===== config.mk =====
export PLATFORM = sky130hd
export DESIGN_NAME = serial_edge_transmitter
export DESIGN_NICKNAME = d
export VERILOG_FILES = /design/src/rtl/serial_edge_transmitter.sv
export SDC_FILE = /design/constraint.sdc
export NUM_CORES = 1
export LEC_CHECK = 0
export CORE_AREA = 4 4 53 55
export DETAILED_ROUTE_END_ITERATION = 6
export DIE_AREA = 0 0 57 59
export DONT_BUFFER_PORTS = 1
export HOLD_SLACK_MARGIN = 0.08
export SYNTH_ARGS = -nofsm -noshare
export SYNTH_HDL_FRONTEND = slang
export SYNTH_SLANG_ARGS = --single-unit

===== constraint.sdc =====
create_clock -name Clk -period 3.5 [get_ports Clk]
set_input_delay 0.525 -clock Clk [delete_from_list [all_inputs] [get_ports Clk]]
set_output_delay 0.525 -clock Clk [all_outputs]
set_load 0.01 [all_outputs]

===== src/rtl/serial_edge_transmitter.sv =====
// Parallel-to-serial transmitter. It drives an Sclk/Sdata pair for a positive-edge shift-register receiver.
// Sdata only changes while Sclk is low, so every Sclk rise sees CLK_DIV cycles of setup and hold.
module serial_edge_transmitter #(
    parameter int WIDTH   = 8,
    parameter int CLK_DIV = 4
) (
    input  logic             Clk,
    input  logic             Resetn,
    input  logic             Load,
    input  logic [WIDTH-1:0] Data_in,
    output logic             Sclk,
    output logic             Sdata,
    output logic             Frame,
    output logic             Busy,
    output logic             Done
);

    localparam int DIV_W = $clog2(CLK_DIV) + 1;
    localparam int BIT_W = $clog2(WIDTH) + 1;

    localparam logic [DIV_W-1:0] DIV_LAST = DIV_W'(CLK_DIV - 1);
    localparam logic [BIT_W-1:0] BIT_FULL = BIT_W'(WIDTH);
    localparam logic [BIT_W-1:0] BIT_ONE  = BIT_W'(1);

    generate
        if (WIDTH < 1) begin : g_bad_width
            $error("serial_edge_transmitter: WIDTH must be >= 1");
        end
        if (CLK_DIV < 1) begin : g_bad_div
            $error("serial_edge_transmitter: CLK_DIV must be >= 1");
        end
    endgenerate

    typedef enum logic [1:0] {
        IDLE  = 2'd0,
        SETUP = 2'd1,
        HIGH  = 2'd2,
        LOW   = 2'd3
    } state_t;

    state_t           state;
    state_t           state_next;
    logic [DIV_W-1:0] div;
    logic [DIV_W-1:0] div_next;
    logic [BIT_W-1:0] bits_left;
    logic [BIT_W-1:0] bits_left_next;
    logic [WIDTH-1:0] shift_reg;
    logic [WIDTH-1:0] shift_reg_next;
    logic [WIDTH-1:0] shifted;
    logic             sclk_next;
    logic             sdata_next;
    logic             frame_next;
    logic             busy_next;
    logic             done_next;
    logic             phase_end;

    assign phase_end = (div == DIV_LAST);
    assign shifted   = shift_reg << 1;
    assign busy_next = (state_next != IDLE);

    // Every output is computed one cycle ahead and registered, so there is no input-to-output path.
    always_comb begin
        state_next     = state;
        div_next       = div;
        bits_left_next = bits_left;
        shift_reg_next = shift_reg;
        sclk_next      = Sclk;
        sdata_next     = Sdata;
        frame_next     = Frame;
        done_next      = 1'b0;

        case (state)
            IDLE: begin
                sclk_next  = 1'b0;
                sdata_next = 1'b0;
                frame_next = 1'b0;
                if (Load) begin
                    state_next     = SETUP;
                    div_next       = '0;
                    bits_left_next = BIT_FULL;
                    shift_reg_next = Data_in;
                    sdata_next     = Data_in[WIDTH-1];
                    frame_next     = 1'b1;
                end
            end

            SETUP, LOW: begin
                if (phase_end) begin
                    state_next = HIGH;
                    div_next   = '0;
                    sclk_next  = 1'b1;
                end else begin
                    div_next = div + 1'b1;
                end
            end

            HIGH: begin
                if (phase_end) begin
                    div_next  = '0;
                    sclk_next = 1'b0;
                    // Sdata moves on the same edge that Sclk falls, which keeps the full hold window.
                    if (bits_left > BIT_ONE) begin
                        state_next     = LOW;
                        shift_reg_next = shifted;
                        bits_left_next = bits_left - BIT_ONE;
                        sdata_next     = shifted[WIDTH-1];
                    end else begin
                        state_next = IDLE;
                        sdata_next = 1'b0;
                        frame_next = 1'b0;
                        done_next  = 1'b1;
                    end
                end else begin
                    div_next = div + 1'b1;
                end
            end

            default: begin
                state_next = IDLE;
            end
        endcase
    end

    always_ff @(posedge Clk) begin
        if (!Resetn) begin
            state     <= IDLE;
            div       <= '0;
            bits_left <= '0;
            shift_reg <= '0;
            Sclk      <= 1'b0;
            Sdata     <= 1'b0;
            Frame     <= 1'b0;
            Busy      <= 1'b0;
            Done      <= 1'b0;
        end else begin
            state     <= state_next;
            div       <= div_next;
            bits_left <= bits_left_next;
            shift_reg <= shift_reg_next;
            Sclk      <= sclk_next;
            Sdata     <= sdata_next;
            Frame     <= frame_next;
            Busy      <= busy_next;
            Done      <= done_next;
        end
    end

endmodule


**After elaboration in Yosys (flattened, before gate mapping)**

Cells that the tools add are included.

- $add $sub $neg: 2
- Order comparisons: 1
- Eq/ne operators: 9
- Multiplexer cells: 28
- Reductions and logical operators: 10

Operator list:

| cell | number |
|---|---|
| $mux 7 | 3 |
| $pmux 7 s2 | 1 |
| $mux 4 | 3 |
| $ne 2x2->1 const B | 5 |
| $mux 1 | 9 |
| $mux 2 | 4 |
| $pmux 4 s2 | 1 |
| $mux 3 | 2 |
| $pmux 2 s3 | 1 |
| $pmux 3 s2 | 1 |
| $reduce_and 3->1 | 2 |
| $eq 2x2->1 const B | 2 |
| $gt 4x1->1 const B | 1 |
| $pmux 1 s2 | 2 |
| $reduce_and 2->1 | 2 |
| $reduce_and 4->1 | 1 |
| $reduce_bool 2->1 | 2 |
| $sub 4x1->4 const B | 1 |
| $add 3x1->3 const B | 1 |
| $eq 3x2->1 const B | 1 |
| $pmux 1 s3 | 1 |
| $reduce_or 3->1 | 1 |
| $eq 2x1->1 const B | 1 |
| $logic_not 2->1 | 1 |
| $reduce_or 2->1 | 1 |

- Register bits after elaboration: 21
- Bits of input ports: 11
- Output and inout bits: 5
- Word-level logic and storage cells: 59

**Logic depth before layout (Yosys ltp)**

- Depth after elaboration: 5
- Mapped depth: 7
- Mapped depth without buffers: 6

**Worst setup path after synthesis**

No wires, ideal clock.

- Kind: flip-flop to flip-flop
- Start point: reg div[0]
- End point: reg bits_left[2]
- Setup time: 86 ps
- Arrival: 1571 ps
- Data required time: 3414 ps
- Slack: 1843 ps
- Stages on the path, launching flop included: 6
- Buffers on the path: 0
- Period minus slack after synthesis: 1657 ps
- Path through: dfxtp_1 > ha_1 > nor2b_1 > a21oi_4 > or4_1 > a211oi_1

- Word-level cells in the longest chain between the ends: 3

RTL lines:

| what | line | source |
|---|---|---|
| start: declaration | 43 | `logic [DIV_W-1:0] div;` |
| start signal: assignment | 137 | `div <= div_next;` |
| $eq 3x2->1 | 57 | `assign phase_end = (div == DIV_LAST);` |
| $ne 2x2->1 (no line) | n/a |  |
| $reduce_and 4->1 (no line) | n/a |  |
| end signal: assignment | 138 | `bits_left <= bits_left_next;` |
| end: declaration | 45 | `logic [BIT_W-1:0] bits_left;` |

Every way passes these cells.
A chain may end at the register's enable or synchronous reset.

**Worst setup path after layout**

- Start point: reg state[1]
- End point: reg bits_left[2]

- Word-level cells in the longest chain between the ends: 3
- Elaborated cells on any way between the ends: 8
- Those cells by class: eq/ne: 4; mux: 1; reduce/logical: 3

RTL lines:

| what | line | source |
|---|---|---|
| start: declaration | 41 | `state_t state;` |
| start signal: assignment | 136 | `state <= state_next;` |
| $eq 2x2->1 or $logic_not 2->1 (tied branches) | 72 | `case (state)` |
| $ne 2x2->1 (no line) or $reduce_bool 2->1 (tied branches) | n/a |  |
| $reduce_and 4->1 (no line) | n/a |  |

Parallel ways exist; a longest one is shown, timed or not.

==> reports/summary.txt <==
Status: finished clean
Post-synth top flop: dfxtp_1
Placed Area: 985 µm²
Crit path buf inv count: 0
Hold Crit Start: Resetn
Final setup margin: 1.41 ns
Register area share after synthesis: 0.427
Top-count cell post-synth: dfxtp_1
Clock group share of total power: 0.274
TritonCTS Sinks: 21
Core ar.: 2390 µm²
IO Pins: 16
Internal: 318 µW
Post-CTS Resized: 0
Post-CTS Setup Bufs: 0
Die W: 57 µm
Max reg flops: 7
Synth area leader: dfxtp_1
Peak supply drop: 173 µV
Die Span Y: 59 µm
GRT overflow: 0
Power Total: 430 µW
Final non-filler cell total: 142
Crit-path slowest cell: nor2b_1
Post-synth EDFFs: 0
Worst-path clk slew: 0.11 ns
Initial Util: 0.412
Worst flop-to-flop path endpoint: bits_left[2]$_SDFFE_PN0P_
PwrDens: 425 nW/µm²
Synth-to-Final Area Change: 2.80%
Most common library cells after synthesis: dfxtp_1 (21), nand2_1 (18), a21oi_1 (12), a311oi_1 (7), nor2_1 (7)
Comb pwr share: 0.109
Period utilization: 0.598
Synth cell types: 34
Share of synthesized flip-flops with an asynchronous set or reset: 0
Clk_lat worst skew: 0.31 ns
Post-route ant nets: 0
Ranking of synthesized cells by area: dfxtp_1 (43%), nand2_1 (6.9%), a311oi_1 (6.2%)
Skew final: 0.00300 ns
Setup TNS: 0 ns
WHS Path Cells: 1
Static Leak: 0.379 nW
Number of global-route vias before repair: 776
Hold-fix buffers at CTS: 0
CP Capture Type: flop
Setup violators final: 0
RSZ-0062 raised after global routing: no
Achievable Freq: 478 MHz
Worst-path maximum fanout: 10
Final instance area: 1010 µm²
Post-synthesis net count: 128
Min-Delay Path Class: input pin to flop
Placed Cells: 138
# rows: 18
Placed wire-length estimate: 1440 µm
Initial antenna violation count: 0
Seq. cell area: 420 µm²
Pre-CTS WS: 1.44 ns
Critical path cell sequence: nor2b_1 -> a21oi_4 -> or4_1 -> a211oi_1
H-tree depth: 1
Synth Area per Inst: 8.63 µm²
Final worst path period need: 2.09 ns
Mapped Cells: 114
Final WL: 2060 µm
Iter 0 DRT Violations: 14
# nets final: 127
Mapped cell area: 983 µm²
Layout cells sized above 1: 0.0625
Slew @ Worst Pin: 0.736 ns
Drt pass-1 iters: 5
Crit path launch type: flop
Final hold vios: 0
Critical path origin: state[1]$_SDFF_PN0_
Ant. Diodes: 0
GRT Util Overall: 0.132
Relative slew slack: 0.509
R2R setup slack: 1.41 ns
Synth warnings: 0
Total die area: 3360 µm²
Top-area cell type share of the netlist area: 0.427
Count of final max-slew check failures: 0
Sw Ratio: 0.260
Worst Hold End: bits_left[3]$_SDFFE_PN0P_
Hold slack: 0.326 ns
Slowest stage delay, CP: 0.65 ns
Area of the multi-input gates: 508 µm²
Crit-path leading delay family: simple AND/OR/NAND/NOR gates
CTS max path bufs: 2
Reg2Reg Launch Point: state[1]$_SDFF_PN0_
Via-to-Cell Ratio: 5.77
RD Place Congestion: 0.745
DR WL/cell: 14.5 µm
Pin count of the biggest net entering global routing: 19
Total number of vias: 819
# DRC: 0
WP data arrival: 2.32 ns
Global-route wire length before repair: 3410 µm
Worst R2R Path Depth: 4
PortBufs: 0
Net switching power figure: 112 µW
Share of total power in sequential cells: 0.616
CTS tree: done
Fillers: 262
Number of CTS-inserted buffers: 3
Yosys reg bits: 21
Maxcap violations: 0
Final core occ: 0.423
Root cell of the clock tree: clkbuf_4
Worst Path Required: 3.72 ns
CP Class: flop to flop
==> per-layer routing <==
metal,vias up,track usage,share of wire
met4,0,0.0894,0.024
met5,-,0,0
met1,391,0.167,0.49
li1,411,-,-
met2,12,0.207,0.46
met3,5,0.0218,0.027
==> logic make-up after synthesis <==
group	synth area share
simple gates	0.230
buf+inv	0.0560
flops	0.427
fa+ha+maj	0.0382
compound gates	0.248
==> placed cells by master, fill, tap and decap left out <==
cell	instances
nand2b_1	2
nor2b_1	2
a311oi_1	7
a21o_1	1
or3_1	3
inv_1	4
nand4_1	1
or2_2	1
clkbuf_1	1
dfxtp_1	21
nor2_1	7
nor4_1	1
a31oi_1	1
ha_1	3
or4_1	2
o21ai_0	5
o31a_1	2
and2_1	1
nand3_1	1
a21oi_1	12
a211o_1	1
clkbuf_4	3
a211oi_1	2
nor3b_4	1
nor3_2	1
nand2_1	18
nor3_1	3
a21oi_4	1
o211a_1	1
o211ai_1	1
a32oi_1	1
clkinv_1	1
==> power groups by stage <==
stage | sequential [mW] | combinational, mW | clock (mW)
6_report | 0.265 | 0.0471 | 0.118
5_1_grt | 0.267 | 0.0534 | 0.132
4_1_cts | 0.265 | 0.0473 | 0.123
3_5_place_dp | 0.270 | 0.0475 | 0
3_3_place_gp | 0.270 | 0.0462 | 0
2_1_floorplan | 0.266 | 0.0426 | 0
==> layout make-up <==
cell class,instances,area share
Tap cell,30,0.0371
Inverter,5,0.0186
Sequential cell,21,0.416
Clock buffer,4,0.0260
Multi-Input combinational cell,82,0.502
==> worst max path at each step <==
stage,endpoint,slack (ns),cells after the start
finish,bits_left[2]$_SDFFE_PN0P_,1.41,4
global route,shift_reg[6]$_SDFFE_PN0P_,1.18,4
CTS,bits_left[2]$_SDFFE_PN0P_,1.42,4
detailed placement,bits_left[2]$_SDFFE_PN0P_,1.44,4
global placement,bits_left[2]$_SDFFE_PN0P_,1.50,4
floorplan,bits_left[2]$_SDFFE_PN0P_,1.84,5
==> worst register-to-register path: stages (launching register included) <==
cell and delay, ns:
dfxtp_1 0.51, nor2b_1 0.65, a21oi_4 0.18, or4_1 0.44, a211oi_1 0.23
Note: power is estimated with default switching activity, not from simulation.
